[src/rtl/usb_device_responder.sv]
// Device-side USB transaction responder: answers OUT/IN tokens for one endpoint using 64-bit OUT and IN mailboxes.
// Optional macro NAK_ON_FULL_EN: NAK an OUT DATA0 (and keep out_data) while out_valid is still set.
package usb_device_responder_pkg;
  typedef struct packed {
    logic [7:0]  pid;
    logic [6:0]  addr;
    logic [3:0]  endp;
    logic [63:0] data;
  } pkt_t;

  localparam logic [7:0] PID_OUT   = 8'hE1;
  localparam logic [7:0] PID_IN    = 8'h69;
  localparam logic [7:0] PID_DATA0 = 8'hC3;
  localparam logic [7:0] PID_ACK   = 8'hD2;
  localparam logic [7:0] PID_NAK   = 8'h5A;
endpackage

module usb_device_responder
  import usb_device_responder_pkg::*;
#(
  parameter logic [6:0]  DEV_ADDR    = 7'd5,
  parameter logic [3:0]  DEV_ENDP    = 4'd4,
  parameter int unsigned TIMEOUT_CYC = 256
) (
  input  logic        clk,
  input  logic        rst_L,
  input  pkt_t        pkt_in,
  input  logic        pkt_rcvd,
  input  logic        pkt_ok,
  output logic        ack,
  output pkt_t        pkt_out,
  output logic        pkt_avail,
  input  logic        pkt_sent,
  output logic [63:0] out_data,
  output logic        out_valid,
  input  logic        out_ready,
  input  logic [63:0] in_data,
  input  logic        in_load,
  output logic        in_busy,
  output logic        timeout_err
);
  localparam int unsigned CNT_W = $clog2(TIMEOUT_CYC + 1);

  typedef enum logic [2:0] {
    S_IDLE, S_WAIT_DATA, S_SEND_HS, S_SEND_DATA, S_WAIT_HS
  } state_t;

  state_t           state_q;
  logic [CNT_W-1:0] cnt_q;
  logic             ack_q, rel_q, pkt_avail_q, timeout_q, out_valid_q, in_busy_q;
  pkt_t             pkt_out_q;
  logic [63:0]      out_data_q, in_mbox_q;

  logic take, good, ours, tmo;

  // A packet is taken only outside the ack cycle and the decoder-release cycle after it.
  assign take = pkt_rcvd && !ack_q && !rel_q;
  assign good = take && pkt_ok;
  assign ours = (pkt_in.addr == DEV_ADDR) && (pkt_in.endp == DEV_ENDP);
  assign tmo  = (cnt_q == CNT_W'(TIMEOUT_CYC));

  function automatic pkt_t hs_pkt(input logic [7:0] pid);
    pkt_t p;
    p     = '0;
    p.pid = pid;
    return p;
  endfunction

  always_ff @(posedge clk or negedge rst_L) begin
    if (!rst_L) begin
      state_q     <= S_IDLE;
      cnt_q       <= '0;
      ack_q       <= 1'b0;
      rel_q       <= 1'b0;
      pkt_avail_q <= 1'b0;
      timeout_q   <= 1'b0;
      out_valid_q <= 1'b0;
      in_busy_q   <= 1'b0;
      pkt_out_q   <= '0;
      out_data_q  <= '0;
      in_mbox_q   <= '0;
    end else begin
      ack_q       <= take;
      rel_q       <= ack_q;
      pkt_avail_q <= 1'b0;
      timeout_q   <= 1'b0;
      if (!tmo) cnt_q <= cnt_q + CNT_W'(1);
      if (out_valid_q && out_ready) out_valid_q <= 1'b0;
      if (in_load && !in_busy_q) begin
        in_mbox_q <= in_data;
        in_busy_q <= 1'b1;
      end

      case (state_q)
        S_IDLE: begin
          if (good && ours) begin
            if (pkt_in.pid == PID_OUT) begin
              state_q <= S_WAIT_DATA;
              cnt_q   <= '0;
            end else if (pkt_in.pid == PID_IN) begin
              pkt_avail_q <= 1'b1;
              if (in_busy_q) begin
                state_q   <= S_SEND_DATA;
                pkt_out_q <= {PID_DATA0, 7'd0, 4'd0, in_mbox_q};
              end else begin
                state_q   <= S_SEND_HS;
                pkt_out_q <= hs_pkt(PID_NAK);
              end
            end
          end
        end
        S_WAIT_DATA: begin
          if (good) begin
            if (pkt_in.pid == PID_DATA0) begin
              state_q     <= S_SEND_HS;
              pkt_avail_q <= 1'b1;
`ifdef NAK_ON_FULL_EN
              if (out_valid_q) begin
                pkt_out_q <= hs_pkt(PID_NAK);
              end else begin
                out_data_q  <= pkt_in.data;
                out_valid_q <= 1'b1;
                pkt_out_q   <= hs_pkt(PID_ACK);
              end
`else
              out_data_q  <= pkt_in.data;
              out_valid_q <= 1'b1;
              pkt_out_q   <= hs_pkt(PID_ACK);
`endif
            end else begin
              state_q <= S_IDLE;
            end
          end else if (tmo) begin
            timeout_q <= 1'b1;
            state_q   <= S_IDLE;
          end
        end
        S_SEND_HS: begin
          if (pkt_sent) state_q <= S_IDLE;
        end
        S_SEND_DATA: begin
          if (pkt_sent) begin
            state_q <= S_WAIT_HS;
            cnt_q   <= '0;
          end
        end
        S_WAIT_HS: begin
          // Anything but a good ACK leaves the IN mailbox armed for the host's retry.
          if (good) begin
            if (pkt_in.pid == PID_ACK) in_busy_q <= 1'b0;
            state_q <= S_IDLE;
          end else if (tmo) begin
            timeout_q <= 1'b1;
            state_q   <= S_IDLE;
          end
        end
        default: state_q <= S_IDLE;
      endcase
    end
  end

  assign ack         = ack_q;
  assign pkt_out     = pkt_out_q;
  assign pkt_avail   = pkt_avail_q;
  assign out_data    = out_data_q;
  assign out_valid   = out_valid_q;
  assign in_busy     = in_busy_q;
  assign timeout_err = timeout_q;
endmodule
[config.mk]
export PLATFORM = sky130hd
export DESIGN_NAME = usb_device_responder
export DESIGN_NICKNAME = d
export VERILOG_FILES = /design/src/rtl/usb_device_responder.sv
export SDC_FILE = /design/constraint.sdc
export NUM_CORES = 1
export LEC_CHECK = 0
export CAP_MARGIN = 20
export CORE_MARGIN = 2
export CORE_UTILIZATION = 48
export DETAILED_ROUTE_END_ITERATION = 7
export PLACE_DENSITY = 0.89
export REMOVE_ABC_BUFFERS = 1
export SYNTH_ARGS = -nofsm -noshare
export SYNTH_HDL_FRONTEND = slang
export SYNTH_SLANG_ARGS = --single-unit
[constraint.sdc]
create_clock -name clk -period 5.92 [get_ports clk]
set_input_delay 1.48 -clock clk [delete_from_list [all_inputs] [get_ports clk]]
set_output_delay 1.48 -clock clk [all_outputs]
set_load 0.01 [all_outputs]
==> flow_summary_export.csv <==
group,metric,value,unit
grt,grt_pass1_vias,5820,
worst_setup_path,cp_top_family,"simple AND/OR/NAND/NOR gates",
grt,antenna_found_initial,0,
worst_setup_path,critPathMaxStageDelay,0.87,ns
route,drtPass1Iterations,6,
floorplan,rows,48,
worst_setup_path,worst-path-max-fanout,38,
worst_setup_path,cp-end-kind,"flop",
timing,tightestPinTransition,0.8294,ns
route,drc_errors,0,
floorplan,die_h,135.8,um
route,vias_per_cell,5.224,
timing,finalHoldViolations,0,
timing,holdWs,0.4632,ns
grt,grt_first_pass_wirelength,31050,um
timing,relSlewSlack,44.71,%
cts,cts_tree,"built",
status,outcome,"finished clean",
floorplan,start_util,48.69,%
synthesis,synth-edff-count,0,
pwr,p_per_area,259.9,nW/um^2
worst_setup_path,cp-start-kind,"input port",
pwr,peakVddDrop,0.2716,mV
placed_design,portBuffers,292,
route,vias,5647,
job,maxCapViolCount,0,
synthesis,ys_seq_area_share,64.55,%
grt,gr-total-overflow,0,
synthesis,ys_warn_count,0,
worst_setup_path,slowest_stage,"and4_2",
worst_setup_path,worstSetupPathType,"in -> reg",
cts,cts_setup_buffers,0,
timing,fin_skew,0.006763,ns
cts,cts-resized-gates,0,
cells_and_area,final_layout_size_suffix_gt1_share,21.03,%
worst_setup_path,cp_data_arrival_time,4.46,ns
synthesis,avgSynthCellArea,15.13,um^2
placed_design,dp_hpwl,13930,um
floorplan,die_area,18430,um^2
cts,clock-sinks,215,
grt,grt_usage,21.35,%
cts,clock_latency,0.49,ns
cts,htree_levels,1,
timing,fmax,247.8,MHz
floorplan,fp.coreArea,17120,um^2
route,routed_wl,20230,um
grt,grt_max_degree,118,
synthesis,ys.flop_type,"dfrtp_1",
synthesis,synth_area,8334,um^2
route,detail-route-antenna-nets,0,
timing,min_period,4.036,ns
cells_and_area,diodes,0,
floorplan,ios,306,
synthesis,yosysUniqueCellTypes,45,
synthesis,syn-instance-count,551,
route,routedWlPerCell,18.71,um
cts,cts_hold_buf,0,
route,drt_iter0_drc,222,
cells_and_area,area_growth,44.95,%
timing,period_share,68.18,%
synthesis,ys_seq_elements,215,
pwr,p_leak,0.005503,uW
cells_and_area,nets,998,
worst_setup_path,worstPathRequired,6.34,ns
cts,clk_pin_slew,0.06,ns
cts,numCtsBuffers,22,
cts,clock_tree.buffer_depth,3,
hold_path,hold_path.class,"reg -> reg",
timing,setup_viol,0,
placed_design,gp_congestion,0.9454,
timing,rsz0062_at_grt,"false",
timing,maxSlewViolCount,0,
cts,root_buffer,"clkbuf_16",
floorplan,die_x,135.8,um
worst_setup_path,crit_buf_inv,2,
timing,tns,0,ns
synthesis,synthArstFlopShare,100.0,%
worst_setup_path,path_cells,"clkdlybuf4s50_1, or4bb_1, nor4b_2, and4_2, buf_4, a22o_1",
cell usage in the layout (no fill, tap or decap), drive strengths merged, types with 4 or more instances in the layout:
cell           instances
buf                    7
nand3                  5
a21oi                  6
conb                  13
nand2b                 7
mux2                 128
dfrtp                215
xnor2                  4
a22o                  64
inv                    6
clkdlybuf4s50        291
clkbuf                34
nand2                  7
nor2                  15
through the flow:
step | power, uW | utilization, % | std cells | instance area [um^2] | setup slack (ns)
after floorplan | 1702 | - | 519 | 8104 | 1.046
after global placement | 1853 | 66.59 | 1043 | 11400 | 1.539
after detailed placement | 1867 | 66.59 | 1043 | 11400 | 1.393
after CTS | 3175 | 70.58 | 1081 | 12080 | 1.894
after global routing | 3274 | 70.58 | 1081 | 12080 | 1.715
final | 3140 | 70.58 | 1081 | 12080 | 1.884
synthesized netlist by cell type, types with 4 or more instances:
| library cell | instances | area (um^2) |
|---|---|---|
| a21oi_1 | 6 | 30.03 |
| a22o_1 | 64 | 560.5 |
| buf_2 | 7 | 35.03 |
| buf_4 | 15 | 112.6 |
| buf_6 | 6 | 67.56 |
| clkbuf_1 | 16 | 60.06 |
| dfrtp_1 | 215 | 5380 |
| inv_1 | 6 | 22.52 |
| mux2_2 | 128 | 1441 |
| nand2_1 | 7 | 26.28 |
| nand2b_1 | 7 | 43.79 |
| nand3_1 | 5 | 25.02 |
| nor2_1 | 15 | 56.30 |
| xnor2_1 | 4 | 35.03 |
registers in the layout, summed over array words and instances, names as in the netlist:
| signal | flops |
|---|---|
| state_q | 3 |
| in_busy | 1 |
| in_mbox_q | 64 |
| ack | 1 |
| out_data | 64 |
| rel_q | 1 |
| timeout_err | 1 |
| out_valid | 1 |
| pkt_out | 69 |
| cnt_q | 9 |
| pkt_avail | 1 |
path summary, 6_finish.rpt:
path | startpoint | endpoint | slack (ns) | cells past startpoint
worst min-delay path | ack$_DFF_PN0_ | rel_q$_DFF_PN0_ | 0.46 | 0
worst max-delay path | pkt_in[81] | pkt_out[35]$_DFFE_PN0P_ | 1.88 | 6
worst max register to register | state_q[2]$_DFFE_PN0P_ | pkt_out[35]$_DFFE_PN0P_ | 2.97 | 5
min in group asynchronous | rst_L | in_mbox_q[38]$_DFFE_PN0P_ | 1.06 | 1
max in group asynchronous | rst_L | pkt_out[8]$_DFFE_PN0P_ | 3.76 | 2
worst min register to register | ack$_DFF_PN0_ | rel_q$_DFF_PN0_ | 0.46 | 0
kinds of logic after synthesis:
logic type               after synthesis  share of synthesized area [%]
AO/OA/AOI/OAI                         82                          8.467
XOR/XNOR                               7                         0.7356
adder cells (fa/ha/maj)                2                         0.3002
buffers and inverters                 50                          3.573
flip-flops                           215                          64.55
multiplexers                         128                          17.29
other                                  1                        0.04500
AND/OR/NAND/NOR                       66                          5.029
cell type report:
class | count | area (um^2)
inverters | 6 | 22.52
multi-input cells | 298 | 2721
well taps | 225 | 281.5
clock inverters | 5 | 30.03
fillers | 1159 | 5036
clock buffers | 33 | 653.1
flip-flops and latches | 215 | 5380
repair buffers | 299 | 2992
per-layer routing:
layer	vias to the layer above	global-route usage, %	wire (um)
li1	2550	-	-
met1	2790	26.38	7916
met2	264	34.71	9556
met3	43	8.156	2214
met4	0	7.060	539
met5	-	0	0
power by group:
group          total [uW]  internal (uW)  leakage (uW)  switching [uW]
clock                1300            760      0.000331             541
sequential           1600           1540       0.00287            58.8
combinational         236            154       0.00230            81.6
total                3140           2460       0.00550             681
(Power assumes the default switching activity.)
